$ cat config.mk
export PLATFORM = sky130hd
export DESIGN_NAME = uart_tx_arbiter
export DESIGN_NICKNAME = d
export VERILOG_FILES = /design/src/rtl/uart_arb_pkg.sv /design/src/rtl/uart_rr_pick.sv /design/src/rtl/uart_tx_arbiter.sv
export SDC_FILE = /design/constraint.sdc
export NUM_CORES = 1
export LEC_CHECK = 0
export CORE_ASPECT_RATIO = 0.75
export CORE_UTILIZATION = 44
export DETAILED_ROUTE_END_ITERATION = 8
export GPL_ROUTABILITY_DRIVEN = 0
export PLACE_DENSITY_LB_ADDON = 0.08
export SLEW_MARGIN = 20
export SYNTH_ARGS = -nofsm -noshare
export SYNTH_HDL_FRONTEND = slang
export SYNTH_SLANG_ARGS = --single-unit
export TNS_END_PERCENT = 5
$ cat constraint.sdc
create_clock -name clk -period 3.6 [get_ports clk]
set_clock_uncertainty 0.2 [all_clocks]
set_input_delay 0.54 -clock clk [delete_from_list [all_inputs] [get_ports clk]]
set_output_delay 0.54 -clock clk [all_outputs]
set_load 0.02 [all_outputs]
$ cat src/rtl/uart_arb_pkg.sv
// Shared types and constants for the round-robin UART transmit arbiter.
// The header feature is selected by UART_TX_ARB_HEADER_EN in the top module.
package uart_arb_pkg;

    typedef enum logic [1:0] {
        S_IDLE = 2'd0,
        S_HDR  = 2'd1,
        S_DATA = 2'd2
    } arb_state_t;

    localparam logic [3:0] UART_ARB_HDR_TAG_DEF = 4'hA;

endpackage

$ cat src/rtl/uart_rr_pick.sv
// Combinational round-robin picker: first set request at or above ptr,
// searching upward and wrapping modulo NUM_SRC.
module uart_rr_pick
    import uart_arb_pkg::*;
#(
    parameter int NUM_SRC = 4,
    parameter int ID_W    = $clog2(NUM_SRC)
) (
    input  logic [NUM_SRC-1:0] req,
    input  logic [ID_W-1:0]    ptr,
    output logic [NUM_SRC-1:0] gnt,
    output logic [ID_W-1:0]    gnt_id
);

    logic [ID_W:0]   sum;
    logic [ID_W-1:0] idx;
    logic            found;

    // One extra bit on the sum lets the wrap work for non-power-of-two NUM_SRC.
    always_comb begin
        gnt    = '0;
        gnt_id = '0;
        found  = 1'b0;
        sum    = '0;
        idx    = '0;
        for (int i = 0; i < NUM_SRC; i++) begin
            sum = {1'b0, ptr} + (ID_W+1)'(i);
            if (sum >= (ID_W+1)'(NUM_SRC)) begin
                sum = sum - (ID_W+1)'(NUM_SRC);
            end
            idx = sum[ID_W-1:0];
            if (!found && req[idx]) begin
                gnt[idx] = 1'b1;
                gnt_id   = idx;
                found    = 1'b1;
            end
        end
    end

endmodule

$ cat src/rtl/uart_tx_arbiter.sv
// Round-robin scheduler sharing one uart_tx between NUM_SRC byte requesters.
// Define UART_TX_ARB_HEADER_EN to prefix each byte with a {HDR_TAG, id} header.
module uart_tx_arbiter
    import uart_arb_pkg::*;
#(
    parameter int         NUM_SRC    = 4,
    parameter int         DATA_WIDTH = 8,
    parameter logic [3:0] HDR_TAG    = UART_ARB_HDR_TAG_DEF,
    localparam int        SRC_ID_W   = $clog2(NUM_SRC)
) (
    input  logic                          clk,
    input  logic                          rst,
    input  logic [NUM_SRC*DATA_WIDTH-1:0] src_data,
    input  logic [NUM_SRC-1:0]            src_valid,
    output logic [NUM_SRC-1:0]            src_ready,
    output logic [DATA_WIDTH-1:0]         tx_data,
    output logic                          tx_valid,
    input  logic                          tx_ready,
    output logic                          busy,
    output logic [SRC_ID_W-1:0]           cur_src
);

    arb_state_t            state;
    arb_state_t            state_next;
    logic [DATA_WIDTH-1:0] byte_r;
    logic [SRC_ID_W-1:0]   rr_ptr;
    logic [NUM_SRC-1:0]    gnt;
    logic [SRC_ID_W-1:0]   gnt_id;
    logic                  capture;
    logic                  tx_fire;
    logic [DATA_WIDTH-1:0] src_bytes [NUM_SRC];
    logic [DATA_WIDTH-1:0] hdr_byte;

    uart_rr_pick #(
        .NUM_SRC (NUM_SRC),
        .ID_W    (SRC_ID_W)
    ) u_pick (
        .req    (src_valid),
        .ptr    (rr_ptr),
        .gnt    (gnt),
        .gnt_id (gnt_id)
    );

    always_comb begin
        for (int i = 0; i < NUM_SRC; i++) begin
            src_bytes[i] = src_data[i*DATA_WIDTH +: DATA_WIDTH];
        end
    end

    // Tag sits in the top nibble; the source ID is right-aligned beneath it.
    assign hdr_byte = {HDR_TAG, (DATA_WIDTH-4)'(cur_src)};
    assign capture  = (state == S_IDLE) && (|(src_valid & src_ready));
    assign tx_fire  = tx_valid && tx_ready;

    always_ff @(posedge clk) begin
        if (rst) begin
            state <= S_IDLE;
        end else begin
            state <= state_next;
        end
    end

    always_ff @(posedge clk) begin
        if (rst) begin
            byte_r  <= '0;
            cur_src <= '0;
            rr_ptr  <= '0;
        end else begin
            if (capture) begin
                byte_r  <= src_bytes[gnt_id];
                cur_src <= gnt_id;
            end
            if (state == S_DATA && tx_fire) begin
                rr_ptr <= (cur_src == SRC_ID_W'(NUM_SRC-1)) ? '0 : cur_src + 1'b1;
            end
        end
    end

    always_comb begin
        state_next = state;
        case (state)
            S_IDLE: begin
                if (capture) begin
`ifdef UART_TX_ARB_HEADER_EN
                    state_next = S_HDR;
`else
                    state_next = S_DATA;
`endif
                end
            end
`ifdef UART_TX_ARB_HEADER_EN
            S_HDR: begin
                if (tx_fire) state_next = S_DATA;
            end
`endif
            S_DATA: begin
                if (tx_fire) state_next = S_IDLE;
            end
            default: state_next = S_IDLE;
        endcase
    end

    // Transmit side decodes only registered state, so tx_ready never feeds tx_valid.
    always_comb begin
        src_ready = '0;
        tx_valid  = 1'b0;
        tx_data   = '0;
        busy      = (state != S_IDLE);
        case (state)
            S_IDLE: src_ready = gnt;
            S_HDR: begin
                tx_valid = 1'b1;
                tx_data  = hdr_byte;
            end
            S_DATA: begin
                tx_valid = 1'b1;
                tx_data  = byte_r;
            end
            default: ;
        endcase
    end

endmodule

==> impl_results.md, run 1 <==
* WL/cell at 15.1 um
* Slew @ Worst Pin at 0.613 ns
* Vias at 1538
* RR Startpoint: rr_ptr[0]
* Fmax at 0.304 GHz
* Sw Pwr at 0.254 mW
* Syn_area_per_cell at 8.42 um^2
* Area growth syn-to-layout at 50.8%
* Status: completed
* Largest net degree at the start of global routing at 20
* IO Port Bufs at 54
* Leakage at 0.874 nW
* Initial antenna violation count at 0
* DP Area at 0.00207 mm^2
* CP startpoint: src_valid[2]
* Top FF cell, synth: dfxtp_1
* CP max stage delay at 0.55 ns
* Initial Util at 47.2%
* GR Util All Layers at 23.2%
* Hpwl dp at 3150 um
* Initial DRC count at 73
* Seq/Total Area, Yosys at 18.4%
* Die Wd at 67.5 um
* Hold Crit Class: register to register
* CP max FO at 10
* Crit-path cells: clkdlybuf4s50_1 > buf_4 > mux4_2 > nand2_1 > o21ai_0 > a221oi_1 > nor2_1 > dlymetal6s2s_1
* Seq pwr share at 27.3%
* H-Tree Depth at 1
* Final period util at 91.5%
* CTS Buf Count at 3
* Seq cells post-synth at 13
* Pwr Density at 328 mW/mm^2
* Fin. Hold Viols at 0
* Synth Cell Area at 0.00142 mm^2
* Power Internal at 0.447 mW
* Synth warn at 0
* Buf/Inv on CP at 3
* Worst endpoint data arrival time at 2.55 ns
* Routed wire length at 4060 um
* Worst vdd rail ir drop at 0.301 mV
* Comb power frac at 54.6%
* Routed Antenna Nets at 0
* Post-route cell area at 0.00213 mm^2
* CTS tree: done
* Max-capacitance violation count at 0
* Router iterations before antenna repair at 4
* Nets at 279
* Die area at 0.00345 mm^2
* Min-Delay Startpoint: byte_r[1]
* Max-slew violation count at 0
* Clk slew on worst S/H paths at 0.05 ns
* RSZ-0062 raised after global routing: false
* Min Tclk post-route at 3.29 ns
* EDFF count, synth at 0
* Layout cells sized above 1 at 16.9%
* CTS Sinks at 13
* Final setup viols at 0
* Die Y-Extent at 51.1 um
* Type of the worst setup path: primary input to output pin
* Vias in the first global route at 1285
* Startpoint types: primary input
* Vias per inst at 5.72
* Ant. Diodes at 0
* CTS root buffer: clkbuf_8
* Worst Path Required at 2.86 ns
* Cells after DPL at 265
* Finished Layout Cells at 269
* # IOs at 55
* Switch share at 36.2%
* Placeable Area at 0.00300 mm^2
* Crit-path leading delay family: buffers and inverters
* # rows at 17
* Critical-path top delay cell: mux4_2
* Worst relative slew slack at 59.1%
* Synth Instances at 168
* Clock Latency Late Sink at 0.24 ns
* # DRC at 0
* Clock network power share at 18.1%
* First-pass GRT wire length at 6000 um
* Distinct cells, synth at 38
* Kind of end point of the critical path: output pin
* Gr ovfl total at 0
* Synth async-reset ratio at 0%
* Post-Syn Nets at 215
* Fill count at 231
* Setup bufs post-CTS at 0
* CTS Buffer Depth at 2
[cells by family after synthesis]
family	Yosys count	share of synthesized area [%]
AND/OR/NAND/NOR	57	21.7
AO/OA/AOI/OAI	42	20.5
multiplexers	31	25.5
buffers and inverters	17	6.90
flip-flops	13	18.4
adder cells (fa/ha/maj)	8	7.07
[registers in the layout, summed over array words and instances, names as in the netlist]
signal,cells
byte_r,8
rr_ptr,2
state,1
cur_src,2
[worst paths after layout]
check / to / slack [ns] / cells after the start
setup / recovery: src_ready[3] / 0.31 / 8
hold reg to reg: byte_r[1] / 0.28 / 2
setup reg to reg: byte_r[5] / 0.50 / 11
hold / removal: byte_r[1] / 0.28 / 2
[cells in the mapped netlist, types with 3 or more instances]
cell,instances,area (um^2)
nand3b_1,3,22.5
mux2i_1,18,180
a211oi_1,4,30.0
a22oi_1,7,52.6
clkbuf_1,7,26.3
a221oi_1,4,35.0
ha_1,8,100
and2_1,8,50.1
nand2_1,14,52.6
nand2b_1,10,62.6
mux2_2,10,113
nor2_1,10,37.5
dfxtp_1,13,260
o21ai_0,7,35.0
o22ai_1,8,50.1
nand3_1,4,20.0
a21oi_1,5,25.0
[metal layers]
metal,vias to the layer above,part of all wire [%],GRT usage (%)
li1,751,-,-
met1,699,46,34.1
met2,78,43,33.5
met3,10,10,5.36
met4,0,0.76,5.67
met5,-,0,0
[layout make-up]
cell class	count	area (um^2)	area share (%)
flip-flops and latches	13	260	12.2
multi-input cells	138	1060	49.8
well taps	38	47.5	2.23
repair buffers	73	708	33.2
inverters	3	11.3	0.528
clock buffers	4	45.0	2.11
[repair_timing]
action	CTS	global route
pin swaps	0	0
endpoints found under the setup margin	1	4
gates resized for setup	1	8
hold endpoints to repair	0	0
hold buffers	0	0
[worst register-to-register path, delay by kind of cell (launching register included)]
| kind | cells | cell delay [ns] |
|---|---|---|
| multiplexers | 3 | 0.66 |
| buffers and inverters | 3 | 0.49 |
| AO/OA/AOI/OAI | 2 | 0.49 |
| AND/OR/NAND/NOR | 2 | 0.47 |
| adder cells (fa/ha/maj) | 1 | 0.35 |
| flip-flops | 1 | 0.32 |
[power by group through the flow]
stage	clock network, mW	logic (mW)	registers [mW]
6_report	0.127	0.382	0.192
5_1_grt	0.140	0.411	0.195
4_1_cts	0.132	0.381	0.191
3_5_place_dp	0	0.379	0.194
3_3_place_gp	0	0.370	0.191
2_1_floorplan	0	0.236	0.192
[layout by cell type, fill, tap and decap left out, types with 2 or more instances in the layout]
master and instances:
nand3_1 4, o22ai_1 8, o21ai_1 4, and2_1 8
dlymetal6s2s_1 5, nand2b_1 10, nor2_1 10, mux4_2 2
buf_4 18, ha_1 8, mux2_2 10, o21ai_0 4
or3b_1 2, clkbuf_8 3, a21oi_1 5, dfxtp_1 13
nand3b_1 3, a211oi_1 4, a22oi_1 7, a221oi_1 4
mux2i_1 18, nor3_1 2, clkdlybuf4s50_1 49, nand2_1 14
inv_1 2
[stage by stage]
stage          hold slack [ns]  util (%)  worst slack, ns  TNS [ns]  power, mW
2_1_floorplan            0.255         -            0.262         0      0.428
3_3_place_gp             0.265      69.1           0.0482         0      0.561
3_5_place_dp             0.277      69.1         -0.00285  -0.00285      0.573
4_1_cts                  0.284      70.6          0.00712         0      0.704
5_1_grt                  0.299      71.2            0.192         0      0.746
6_report                 0.277      71.2            0.306         0      0.701
Power figures use the tool's default switching activity.
==> run 2: changes to the inputs <==
--- a/config.mk
+++ b/config.mk
@@ -6,4 +6,5 @@
 export NUM_CORES = 1
 export LEC_CHECK = 0
+export CAP_MARGIN = 20
 export CORE_ASPECT_RATIO = 0.75
 export CORE_UTILIZATION = 44
==> constraint.sdc (replaced) <==
create_clock -name clk -period 3.6 [get_ports clk]
set_clock_uncertainty 0.2 [all_clocks]
set_input_delay 0.72 -clock clk [delete_from_list [all_inputs] [get_ports clk]]
set_output_delay 0.72 -clock clk [all_outputs]
set_load 0.02 [all_outputs]
==> impl_results.md, run 2 (synthesis results as in run 1) <==
* Status: completed
* Kind of end point of the critical path: output pin
* Routed Antenna Nets at 0
* # DRC at 0
* Area growth syn-to-layout at 52.3%
* Die Wd at 67.5 um
* Final period util at 94.4%
* Worst Hold Path Cells at 2
* Vias in the first global route at 1440
* CP startpoint: src_valid[2]
* Fin Setup TNS at 0 ns
* Final setup viols at 0
* CTS tree: done
* Type of the worst setup path: primary input to output pin
* Area of the multi-input gates at 0.00106 mm^2
* Min Tclk post-route at 3.40 ns
* FF-to-FF path depth at 11
* Critical-path top delay cell: mux4_2
* CTS Sinks at 13
* Fill count at 243
* H-Tree Depth at 1
* Nets at 285
* Fin. Hold Viols at 0
* Worst endpoint data arrival time at 2.48 ns
* Commonest cells after routing, fill and taps aside: 46 x clkdlybuf4s50_1, 24 x buf_4, 18 x mux2i_1
* CTS root buffer: clkbuf_8
* Startpoint types: primary input
* Initial antenna violation count at 0
* WL/cell at 15.1 um
* Hpwl dp at 3240 um
* Worst vdd rail ir drop at 0.275 mV
* Worst Path Required at 2.68 ns
* RSZ-0062 raised after global routing: false
* Routed wire length at 4150 um
* Vias at 1530
* Design Power at 0.702 mW
* Largest register FFs at 8
* Clock Latency Late Sink at 0.24 ns
* Gr ovfl total at 0
* Worst relative slew slack at 61.0%
* Die area at 0.00345 mm^2
* CP max stage delay at 0.54 ns
* Fmax at 0.294 GHz
* Clk slew on worst S/H paths at 0.05 ns
* Slew @ Worst Pin at 0.584 ns
* WHS at 0.281 ns
* Die Y-Extent at 51.1 um
* CP max FO at 10
* Pwr Density at 326 mW/mm^2
* Crit-path cells: dlygate4sd2_1 > buf_4 > mux4_2 > nand2_1 > o21ai_0 > a221oi_1 > nor2_1 > buf_2
* CTS Buffer Depth at 2
* Initial DRC count at 78
* CTS Buf Count at 3
* Largest regs: byte_r x8, cur_src x2, rr_ptr x2
* IO Port Bufs at 54
* # IOs at 55
* Min-Delay Endpoint: byte_r[1]
* Commonest non-fill, non-tap cell in the layout: clkdlybuf4s50_1
* GR Util All Layers at 26.0%
* Worst flop-to-flop path endpoint: byte_r[3]
* Leakage at 0.868 nW
* Cts hold-fix bufs at 0
* Hold Crit Class: register to register
* Placeable Area at 0.00300 mm^2
* Layout cells sized above 1 at 20.7%
* Min-Delay Startpoint: byte_r[1]
* # rows at 17
* Max-slew violation count at 0
* Largest net degree at the start of global routing at 20
* Max-capacitance violation count at 0
* Vias per inst at 5.56
* FF+latch area at 260 um^2
* First-pass GRT wire length at 6710 um
* Initial Util at 47.2%
* Final Util at 71.8%
* Router iterations before antenna repair at 4
* Ant. Diodes at 0
* Register with the most flip-flops: byte_r
* Reg2reg setup slack at 0.51 ns
* RR Startpoint: rr_ptr[1]
## run 2: layer usage
metal / global-route usage [%] / wire [um] / vias up
met4: 8.16 / 33 / 0
met3: 4.46 / 325 / 4
met5: 0 / 0 / -
met1: 35.2 / 1910 / 717
met2: 41.3 / 1880 / 54
li1: - / - / 755
## run 2: repair_timing
item,CTS,global route
setup buffers,0,0
gates resized for setup,17,6
gates cloned,0,0
endpoints found under the setup margin,4,4
## run 2: worst max-delay path by stage
| stage | to | slack (ns) |
|---|---|---|
| after floorplan | byte_r[0] | 0.26 |
| final | src_ready[1] | 0.20 |
| after CTS | src_ready[1] | 0.01 |
| after global placement | src_ready[0] | -0.29 |
| after global routing | src_ready[1] | 0.09 |
| after detailed placement | src_ready[1] | -0.38 |
## run 2: critical path, delay by kind of cell
kind / cells / cell delay, ns
AO/OA/AOI/OAI: 2 / 0.39
buffers and inverters: 3 / 0.65
multiplexers: 1 / 0.54
AND/OR/NAND/NOR: 2 / 0.17
## run 2: cell type report
| type | count | area share (%) |
|---|---|---|
| tap | 38 | 2.21 |
| sequential | 13 | 12.1 |
| clock buffer | 4 | 2.09 |
| multi-input combinational | 138 | 49.4 |
| timing repair buffer | 79 | 33.7 |
| inverter | 3 | 0.523 |
## run 2: power by group
| group | switching (mW) | leakage [nW] | internal (mW) |
|---|---|---|---|
| clock | 0.0518 | 0.0228 | 0.0782 |
| sequential | 0.0221 | 0.106 | 0.168 |
| combinational | 0.182 | 0.739 | 0.200 |
## run 2: stage by stage
step,cell area [um^2],setup WS (ns),std cells
6_report,2150,0.201,275
5_1_grt,2150,0.0857,275
4_1_cts,2150,0.0117,275
3_5_place_dp,2120,-0.375,271
3_3_place_gp,2120,-0.292,271
2_1_floorplan,1420,0.262,168
==> run 3: changes to the inputs <==
- CORE_MARGIN: default -> 4
- HOLD_SLACK_MARGIN: default -> 0.03
==> impl_results.md, run 3 (synthesis results as in run 1) <==
* Status: completed
* GRT met3 Usage at 3.87%
* Hpwl dp at 3310 um
* Area of the multi-input gates at 0.00107 mm^2
* First-pass GRT wire length at 6910 um
* IO Port Bufs at 54
* CTS Buf Count at 3
* Routed Antenna Nets at 0
* Fill count at 247
* FF+latch area at 260 um^2
* RR Startpoint: rr_ptr[0]
* CTS Sinks at 13
* Critical path destination: src_ready[3]
* Layout cells sized above 1 at 19.4%
* H-Tree Depth at 1
* CP Depth at 8
* Switch share at 36.7%
* Met2 usage at 30.7%
* Nets at 280
* Fmax at 0.281 GHz
* CTS root buffer: clkbuf_8
* Worst endpoint data arrival time at 2.64 ns
* Vias per inst at 5.70
* RSZ-0062 raised after global routing: true
* Initial antenna violation count at 0
* Commonest cells after routing, fill and taps aside: 48 x clkdlybuf4s50_1, 19 x buf_4, 18 x mux2i_1
* Sw Pwr at 0.255 mW
* Seq pwr share at 27.4%
* Die Y-Extent at 57.1 um
* Hold Crit Class: register to register
* Comb power frac at 54.0%
* Commonest non-fill, non-tap cell in the layout: clkdlybuf4s50_1
* Worst flop-to-flop path endpoint: byte_r[3]
* # rows at 17
* # DRC at 0
* Cells after DPL at 266
* FF-to-FF path depth at 11
* Clock network power share at 18.6%
* Critical-path top delay cell: mux4_2
* Register with the most flip-flops: byte_r
* Crit-path cells: clkdlybuf4s50_1 > buf_4 > mux4_2 > nand2_1 > o21ai_0 > a221oi_1 > nor2_1 > buf_2
* CP startpoint: src_valid[3]
* Crit-path leading delay family: buffers and inverters
* CTS tree: done
* Clock Latency Late Sink at 0.24 ns
* WL/cell at 15.7 um
* Routed wire length at 4250 um
* DP Area at 0.00208 mm^2
* Leakage at 0.820 nW
* Power Internal at 0.441 mW
* Largest register FFs at 8
* GRT Max-Usage Layer: met2
* Largest regs: byte_r x8, cur_src x2, rr_ptr x2
* Router iterations before antenna repair at 4
* Worst vdd rail ir drop at 0.345 mV
* GR Util All Layers at 20.4%
* Max-slew violation count at 0
* Vias at 1540
* Initial Util at 46.9%
* Ant. Diodes at 0
* Die area at 0.00420 mm^2
* Max-capacitance violation count at 0
* Post-route cell area at 0.00211 mm^2
* Finished Layout Cells at 270
* Largest net degree at the start of global routing at 20
* Worst relative slew slack at 62.5%
* Fin. Hold Viols at 0
* CTS Buffer Depth at 2
* Reg2reg setup slack at 0.53 ns
* Type of the worst setup path: primary input to output pin
* # IOs at 55
* Final Util at 70.0%
* Clk slew on worst S/H paths at 0.05 ns
* Kind of end point of the critical path: output pin
* Startpoint types: primary input
* Gr ovfl total at 0
* Buf/Inv on CP at 3
* Pwr Density at 329 mW/mm^2
* Slew @ Worst Pin at 0.561 ns
* Routing usage on met1 at 29.7%
* Initial DRC count at 101
* Final period util at 98.8%
* Final setup viols at 0
* Die Wd at 73.5 um
* CP max FO at 8
* Area growth syn-to-layout at 49.4%
* CP max stage delay at 0.55 ns
* Vias in the first global route at 1488
* Placeable Area at 0.00302 mm^2
* Min Tclk post-route at 3.56 ns
* Worst Path Required at 2.68 ns
## run 3: layer usage
| layer | wire length, um | share of wire, % |
|---|---|---|
| met1 | 1990 | 47 |
| met2 | 1900 | 45 |
| met3 | 327 | 7.7 |
| met4 | 32 | 0.75 |
| met5 | 0 | 0 |
## run 3: worst min path at each step
| stage | slack [ns] | endpoint | cells past startpoint | start |
|---|---|---|---|---|
| final | 0.28 | byte_r[6] | 2 | byte_r[6] |
| after global routing | 0.29 | byte_r[6] | 2 | byte_r[6] |
| after CTS | 0.28 | byte_r[6] | 2 | byte_r[6] |
| after detailed placement | 0.27 | byte_r[6] | 2 | byte_r[6] |
| after global placement | 0.27 | byte_r[0] | 2 | byte_r[0] |
| after floorplan | 0.25 | byte_r[4] | 2 | byte_r[4] |
## run 3: tightest hold or removal path, stage by stage (launching register included)
cell	delay (ns)
dfxtp_1	0.31
nand2b_1	0.06
o22ai_1	0.07
## run 3: stage by stage
step | TNS [ns] | setup slack [ns] | power (mW) | hold slack (ns)
global route | -0.0312 | -0.0156 | 0.741 | 0.293
finish | 0 | 0.0446 | 0.696 | 0.282
global placement | -1.26 | -0.319 | 0.558 | 0.267
floorplan | 0 | 0.262 | 0.428 | 0.255
CTS | -0.000491 | -0.000491 | 0.698 | 0.280
detailed placement | -1.95 | -0.470 | 0.571 | 0.273
## run 3: area by class of cell
type                            instances  share of cell area [%]
Tap cell                               38                    2.25
Clock buffer                            4                    2.13
Timing Repair Buffer                   74                    32.2
Inverter                                3                   0.533
Sequential cell                        13                    12.3
Multi-Input combinational cell        138                    50.6
## run 3: power by group through the flow
stage	sequential, mW	clock, mW	combinational (mW)
after floorplan	0.192	0	0.236
after global placement	0.191	0	0.367
after detailed placement	0.193	0	0.378
after CTS	0.190	0.131	0.376
after global routing	0.195	0.140	0.406
final	0.190	0.129	0.376
## run 3: repair_timing
action	in CTS	in global routing
setup buffers	0	0
resized for setup	18	4
pin swaps	0	0
endpoints found under the hold margin	0	0
hold buffers	0	0
setup endpoints to repair	4	4
